**src/rtl/vote_pkg.sv**
```systemverilog
// Shared definitions for the voting-session controller: session state encoding
// and default datapath widths.
package vote_pkg;

    typedef enum logic [1:0] {
        ST_IDLE    = 2'd0,
        ST_OPEN    = 2'd1,
        ST_CLOSING = 2'd2,
        ST_CLOSED  = 2'd3
    } vote_state_e;

    localparam int unsigned DEF_CAND_W = 2;
    localparam int unsigned DEF_TOT_W  = 12;

endpackage

```
**src/rtl/rr_arbiter.sv**
```systemverilog
// Combinational round-robin arbiter: the first unmasked requester at or after
// the pointer wins.
module rr_arbiter #(
    parameter  int unsigned N  = 4,
    localparam int unsigned IW = (N > 1) ? $clog2(N) : 1
) (
    input  logic [N-1:0]  req,
    input  logic [N-1:0]  mask,
    input  logic [IW-1:0] ptr,
    output logic [N-1:0]  grant,
    output logic [IW-1:0] idx,
    output logic          any_grant
);

    logic [N-1:0]  eligible_c;
    logic [IW-1:0] cand_c;

    // Walk the requesters starting at the pointer; the first eligible one wins.
    always_comb begin
        eligible_c = req & ~mask;
        grant      = '0;
        idx        = '0;
        any_grant  = 1'b0;
        cand_c     = '0;
        for (int i = 0; i < int'(N); i++) begin
            cand_c = IW'((32'(ptr) + 32'(i)) % N);
            if (!any_grant && eligible_c[cand_c]) begin
                any_grant     = 1'b1;
                grant[cand_c] = 1'b1;
                idx           = cand_c;
            end
        end
    end

endmodule

```
**src/rtl/vote_session_ctrl.sv**
```systemverilog
// Election session sequencer plus round-robin booth arbiter feeding a single
// valid/ready vote stream into the tally datapath.
module vote_session_ctrl
    import vote_pkg::*;
#(
    parameter int unsigned N_BOOTHS  = 4,
    parameter int unsigned CAND_W    = DEF_CAND_W,
    parameter int unsigned TOT_W     = DEF_TOT_W,
    parameter int unsigned MAX_VOTES = 4095
) (
    input  logic                         clk,
    input  logic                         rst_n,
    input  logic                         open_cmd,
    input  logic                         close_cmd,
    input  logic                         clear_cmd,
    input  logic [N_BOOTHS-1:0]          booth_req,
    input  logic [N_BOOTHS*CAND_W-1:0]   booth_cand,
    output logic [N_BOOTHS-1:0]          booth_ack,
    output logic [N_BOOTHS-1:0]          booth_nack,
    output logic                         vote_valid,
    output logic [CAND_W-1:0]            vote_cand,
    input  logic                         vote_ready,
    output logic                         tally_clear,
    output logic [TOT_W-1:0]             total_votes,
    output logic [1:0]                   state,
    output logic                         session_done
);

    localparam int unsigned     IW      = (N_BOOTHS > 1) ? $clog2(N_BOOTHS) : 1;
    localparam logic [TOT_W-1:0] MAX_CNT = TOT_W'(MAX_VOTES);
    localparam logic [IW-1:0]    LAST_ID = IW'(N_BOOTHS - 1);

    vote_state_e             state_q, state_d;
    logic [IW-1:0]           ptr_q, ptr_d;
    logic [IW-1:0]           gnt_idx_q, gnt_idx_d;
    logic [N_BOOTHS-1:0]     gnt_oh_q, gnt_oh_d;
    logic                    valid_q, valid_d;
    logic [CAND_W-1:0]       cand_q, cand_d;
    logic [N_BOOTHS-1:0]     ack_q, ack_d;
    logic [N_BOOTHS-1:0]     nack_q, nack_d;
    logic                    clr_q, clr_d;
    logic [TOT_W-1:0]        total_q, total_d;
    logic                    done_q, done_d;

    logic [N_BOOTHS-1:0]     arb_grant;
    logic [IW-1:0]           arb_idx;
    logic                    arb_any;
    logic                    arb_en_c;
    logic                    handshake_c;
    logic [CAND_W-1:0]       cand_sel_c;
    logic [IW-1:0]           ptr_inc_c;

    // The booth acked last cycle is masked so a lingering req is not a second ballot.
    rr_arbiter #(
        .N (N_BOOTHS)
    ) u_arb (
        .req       (booth_req),
        .mask      (ack_q),
        .ptr       (ptr_q),
        .grant     (arb_grant),
        .idx       (arb_idx),
        .any_grant (arb_any)
    );

    always_ff @(posedge clk) begin
        if (!rst_n) begin
            state_q   <= ST_IDLE;
            ptr_q     <= '0;
            gnt_idx_q <= '0;
            gnt_oh_q  <= '0;
            valid_q   <= 1'b0;
            cand_q    <= '0;
            ack_q     <= '0;
            nack_q    <= '0;
            clr_q     <= 1'b0;
            total_q   <= '0;
            done_q    <= 1'b0;
        end else begin
            state_q   <= state_d;
            ptr_q     <= ptr_d;
            gnt_idx_q <= gnt_idx_d;
            gnt_oh_q  <= gnt_oh_d;
            valid_q   <= valid_d;
            cand_q    <= cand_d;
            ack_q     <= ack_d;
            nack_q    <= nack_d;
            clr_q     <= clr_d;
            total_q   <= total_d;
            done_q    <= done_d;
        end
    end

    always_comb begin
        state_d     = state_q;
        ptr_d       = ptr_q;
        gnt_idx_d   = gnt_idx_q;
        gnt_oh_d    = gnt_oh_q;
        valid_d     = valid_q;
        cand_d      = cand_q;
        ack_d       = '0;
        nack_d      = (state_q != ST_OPEN) ? booth_req : '0;
        clr_d       = 1'b0;
        total_d     = total_q;
        done_d      = 1'b0;

        handshake_c = valid_q & vote_ready;
        arb_en_c    = (state_q == ST_OPEN) && !valid_q && !close_cmd && !clear_cmd;
        ptr_inc_c   = (gnt_idx_q == LAST_ID) ? '0 : gnt_idx_q + IW'(1);

        cand_sel_c  = '0;
        for (int i = 0; i < int'(N_BOOTHS); i++) begin
            if (arb_grant[i]) begin
                cand_sel_c = booth_cand[i*CAND_W +: CAND_W];
            end
        end

        if (clear_cmd) begin
            // Clear aborts any pending vote without acking or counting it.
            state_d = ST_IDLE;
            ptr_d   = '0;
            valid_d = 1'b0;
            total_d = '0;
            clr_d   = 1'b1;
        end else begin
            if (handshake_c) begin
                valid_d = 1'b0;
                ack_d   = gnt_oh_q;
                ptr_d   = ptr_inc_c;
                if (total_q != MAX_CNT) begin
                    total_d = total_q + TOT_W'(1);
                end
            end else if (arb_en_c && arb_any) begin
                valid_d   = 1'b1;
                cand_d    = cand_sel_c;
                gnt_idx_d = arb_idx;
                gnt_oh_d  = arb_grant;
            end

            case (state_q)
                ST_IDLE: begin
                    if (open_cmd && !close_cmd) begin
                        state_d = ST_OPEN;
                    end
                end
                ST_OPEN: begin
                    if (close_cmd || (handshake_c && (total_q == MAX_CNT - TOT_W'(1)))) begin
                        state_d = ST_CLOSING;
                    end
                end
                ST_CLOSING: begin
                    if (!valid_q) begin
                        state_d = ST_CLOSED;
                    end
                end
                ST_CLOSED: begin
                    state_d = ST_CLOSED;
                end
                default: begin
                    state_d = ST_IDLE;
                end
            endcase
        end

        done_d = (state_d == ST_CLOSED);
    end

    assign booth_ack    = ack_q;
    assign booth_nack   = nack_q;
    assign vote_valid   = valid_q;
    assign vote_cand    = cand_q;
    assign tally_clear  = clr_q;
    assign total_votes  = total_q;
    assign state        = state_q;
    assign session_done = done_q;

endmodule

```
**config.mk**
```make
export PLATFORM = sky130hd
export DESIGN_NAME = vote_session_ctrl
export DESIGN_NICKNAME = d
export VERILOG_FILES = /design/src/rtl/vote_pkg.sv /design/src/rtl/rr_arbiter.sv /design/src/rtl/vote_session_ctrl.sv
export SDC_FILE = /design/constraint.sdc
export NUM_CORES = 1
export LEC_CHECK = 0
export BUFFER_PORTS_ARGS = -buffer_cell sky130_fd_sc_hd__buf_2
export CAP_MARGIN = 20
export CORE_MARGIN = 2
export CORE_UTILIZATION = 35
export DETAILED_ROUTE_END_ITERATION = 8
export MAX_ROUTING_LAYER = met4
export PLACE_DENSITY = 0.55
export SLEW_MARGIN = 20
export SYNTH_ARGS = -nofsm -noshare
export SYNTH_HDL_FRONTEND = slang
export SYNTH_SLANG_ARGS = --single-unit
```
**constraint.sdc**
```tcl
create_clock -name clk -period 2.7 [get_ports clk]
set_input_delay 0.27 -clock clk [delete_from_list [all_inputs] [get_ports clk]]
set_output_delay 0.27 -clock clk [all_outputs]
set_load 0.005 [all_outputs]
```
==> summary.json <==
{
  "synthesis": {
    "simple_gate_share_of_the_synthesized_area_pct": 25.4,
    "synthXorXnorAreaFrac_pct": 4.51,
    "combinational_family_with_the_most_area_after_synthesis": "simple AND/OR/NAND/NOR gates",
    "synth-async-reset-ratio_pct": 0,
    "ys_seq_elements": 35,
    "ys.warnings.count": 0,
    "synth.area.mux_share_pct": 5.03,
    "synth_top_cell_area_share_pct": 36.1,
    "synth_largest_area_cell": "sky130_fd_sc_hd__dfxtp_1",
    "synth.net_count": 243,
    "ys_types": 49,
    "synth.yosys.seq_area_share_pct": 36.1,
    "syn-instance-count": 215,
    "synth-adder-area-share_pct": 6.45,
    "synth_enable_flop_cells": 0,
    "synth_area_mm2": 0.00194,
    "top_post_synthesis_cells_by_area": "sky130_fd_sc_hd__dfxtp_1 (36%), sky130_fd_sc_hd__ha_1 (6.4%), sky130_fd_sc_hd__nor2_1 (5.8%)",
    "synth_ff_type": "sky130_fd_sc_hd__dfxtp_1",
    "syn_area_per_cell_um2": 9.03,
    "synth_compound_gate_area_share_pct": 19.0
  },
  "worst_setup_path": {
    "crit_path_launch_type": "flip-flop",
    "crit_type": "flip-flop to flip-flop",
    "critPathSlowestCell": "sky130_fd_sc_hd__dfxtp_1",
    "worstPathRequired_ns": 2.85,
    "worst-path-max-fanout": 10,
    "critical_path.reg2reg.startpoint": "ptr_q[1]",
    "critPathLaunch": "ptr_q[1]",
    "critical_path_arrival_ns": 2.66,
    "ff2ff_setup_slack_ns": 0.19,
    "critPathCapture": "vote_cand[0]",
    "reg2reg_capture_point": "vote_cand[0]",
    "cp_cell_sequence": "inv_1 -> ha_4 -> nand2_1 -> or4_1 -> a21oi_1 -> or2_2 -> a221oi_2 -> o311ai_0 -> a221oi_1",
    "timing.critical_path.slowest_cell_delay_ns": 0.43,
    "worstSetupEndpointType": "flip-flop",
    "reg2reg_depth": 9
  },
  "sta": {
    "max-slew-margin-rel_pct": 55.4,
    "tightest_pin_transition_ns": 0.669,
    "final.setup.tns_ns": 0,
    "timing.clock.skew_ns": 0.00286,
    "slew_viol_final": 0,
    "rsz_0062_raised_after_global_routing": "false",
    "hold_fails_final_rpt": 0,
    "max_freq_mhz": 399,
    "layout_min_cycle_time_ns": 2.51,
    "layout_worst_path_cycle_share_pct": 92.9,
    "final-setup-viol-count": 0
  },
  "global_route": {
    "grt_pass1_vias": 1678,
    "globalRoute.totalOverflow": 0,
    "number_of_antenna_violations_at_the_first_check_in_global_routing": 0,
    "grt_pass1_wl_um": 8070,
    "maximum_number_of_pins_on_one_net_before_global_route_repair": 18,
    "grt_use_total_pct": 17.0
  },
  "layout": {
    "final.fill_count": 550,
    "post-route-util_pct": 43.3,
    "area.sequential_um2": 701,
    "design.final.nets": 292,
    "final_cell_area_mm2": 0.00236,
    "area_of_the_multi_input_gates_mm2": 0.00119,
    "diodes": 0,
    "final_layout_size_suffix_gt1_share_pct": 25.8,
    "area.growth.synth_to_final_pct": 21.4
  },
  "floorplan": {
    "floorplan.rows": 27,
    "fp.coreArea_mm2": 0.00544,
    "design.portCount": 45,
    "die_extent_in_x_um": 78.5,
    "die-height_um": 78.5,
    "initial_utilization_pct": 35.7,
    "total_die_area_mm2": 0.00616
  },
  "drt": {
    "drt_first_pass_iters": 4,
    "dr.max_layer_used": "met4",
    "met3_wirelength_um": 320,
    "postRouteWirelength_um": 4750,
    "dr.first_iter.drc_count": 132,
    "ant_nets": 0,
    "detail_route.wirelength.met1_um": 2350,
    "viasPerCell": 5.21,
    "remaining_drcs": 0,
    "wl_per_cell_um": 14.1,
    "vias": 1749,
    "met2RoutedLength_um": 2030
  },
  "clock_network": {
    "tritoncts_clock_tree": "built",
    "clock-sinks": 35,
    "cts-root-to-sink-buffers": 2,
    "clk_pin_slew_worst_paths_ns": 0.07,
    "root_buffer": "sky130_fd_sc_hd__clkbuf_8",
    "htree_levels": 2,
    "post_cts_buffers": 0,
    "cts-buffers-inserted": 5,
    "worstSkewPairLatency_ns": 0.28
  },
  "place": {
    "weighted_congestion_reported_at_the_end_of_routability_driven_placement": 0.854,
    "placement.io_buffers": 44,
    "placed_inst_area_mm2": 0.00225,
    "dpl.hpwl_um": 3550
  },
  "power_and_ir_drop": {
    "vdd_drop_max_uv": 325,
    "cellPowerDensity_mw_per_mm2": 422,
    "leakage_nw": 1.04
  },
  "min_path": {
    "min_path_type": "primary input to flip-flop"
  },
  "flow_run": {
    "cap_viol_max_count": 0
  },
  "outcome": {
    "outcome": "completed"
  }
}
[metal layers]
layer / global-route usage [%] / up-vias
met1: 23.0 / 800
met5: - / -
li1: - / 883
met3: 4.94 / 5
met2: 25.2 / 61
met4: 3.68 / 0
[flip-flops by register name, summed over array words and instances, names as in the netlist]
signal and count:
total_votes 12, booth_ack 4, booth_nack 4, gnt_oh_q 4, gnt_idx_q 2, ptr_q 2, state 2, vote_cand 2
session_done 1, tally_clear 1, vote_valid 1
[critical path: cells and delay by family, from the launching register on]
kind / cells / cell delay, ns
AO/OA/AOI/OAI: 4 / 0.80
AND/OR/NAND/NOR: 3 / 0.69
flip-flops: 1 / 0.43
adder cells (fa/ha/maj): 1 / 0.34
buffers and inverters: 1 / 0.12
[placed cells by master (no fill, tap or decap), drive strengths merged, types with 4 or more instances in the layout]
cell / instances
nor2b: 4
clkbuf: 6
a221oi: 4
nand2: 9
nand2b: 8
a21oi: 16
o21ai: 4
inv: 7
ha: 10
nand4: 4
and3: 12
buf: 49
xor2: 7
a211oi: 5
nor3: 4
nor2: 30
dfxtp: 35
nand3: 4
and4: 5
[where the power goes]
part	switching (W)	internal (W)
Sequential	0.00000289	0.000523
Combinational	0.0000512	0.0000383
Clock	0.000178	0.000200
Total	0.000232	0.000761
[what timing repair did]
action / CTS / global route
gates resized for setup: 0 / 4
setup endpoints to repair: 0 / 2
hold buffers: 0 / 0
[worst min path at each step]
stage	end	startpoint	cells after the start	slack, ns
floorplan	tally_clear	clear_cmd	1	0.39
global placement	gnt_idx_q[1]	gnt_idx_q[1]	2	0.48
detailed placement	booth_ack[0]	gnt_oh_q[0]	1	0.48
CTS	tally_clear	clear_cmd	2	0.22
global route	booth_nack[0]	booth_req[0]	2	0.23
finish	tally_clear	clear_cmd	2	0.23
[metrics by stage]
stage          total power [W]  std cells  setup slack [ns]  hold slack (ns)
6_report              0.000993        336             0.191            0.230
2_1_floorplan         0.000593        215             0.144            0.392
3_5_place_dp          0.000626        329            0.0437            0.483
3_3_place_gp          0.000627        329             0.110            0.480
4_1_cts                0.00100        336            0.0292            0.222
5_1_grt                0.00104        336            0.0178            0.230
[cell families after synthesis]
| logic type | count (synthesis) |
|---|---|
| xor+xnor | 10 |
| buf+inv | 14 |
| fa+ha+maj | 10 |
| simple gates | 91 |
| compound gates | 49 |
| mux | 6 |
| flops | 35 |
[cell type report]
| cell class | instances | share of cell area, % |
|---|---|---|
| Timing Repair Buffer | 49 | 10.9 |
| Multi-Input combinational cell | 166 | 50.6 |
| Inverter | 7 | 1.22 |
| Tap cell | 72 | 3.82 |
| Clock inverter | 1 | 0.212 |
| Sequential cell | 35 | 29.7 |
| Clock buffer | 6 | 3.51 |
[synth_stat cells, types with 2 or more instances]
library cell,number
sky130_fd_sc_hd__nor3b_1,3
sky130_fd_sc_hd__mux4_2,3
sky130_fd_sc_hd__nand2_1,9
sky130_fd_sc_hd__nor3_1,4
sky130_fd_sc_hd__xnor2_1,3
sky130_fd_sc_hd__and3_1,12
sky130_fd_sc_hd__ha_1,10
sky130_fd_sc_hd__or4_1,2
sky130_fd_sc_hd__o311ai_0,2
sky130_fd_sc_hd__a21boi_0,2
sky130_fd_sc_hd__inv_1,6
sky130_fd_sc_hd__and2b_1,2
sky130_fd_sc_hd__mux2i_1,3
sky130_fd_sc_hd__and4_1,5
sky130_fd_sc_hd__a211oi_1,5
sky130_fd_sc_hd__xor2_1,7
sky130_fd_sc_hd__nand4_1,4
sky130_fd_sc_hd__a311oi_1,2
sky130_fd_sc_hd__nor2b_1,3
sky130_fd_sc_hd__a221oi_1,3
sky130_fd_sc_hd__a21oi_1,16
sky130_fd_sc_hd__o21ai_0,4
sky130_fd_sc_hd__nor2_1,30
sky130_fd_sc_hd__nand2b_1,8
sky130_fd_sc_hd__nand3_1,4
sky130_fd_sc_hd__dfxtp_1,35
sky130_fd_sc_hd__a21o_1,2
sky130_fd_sc_hd__clkbuf_1,4
sky130_fd_sc_hd__and2_1,2
Power figures use the tool's default switching activity.
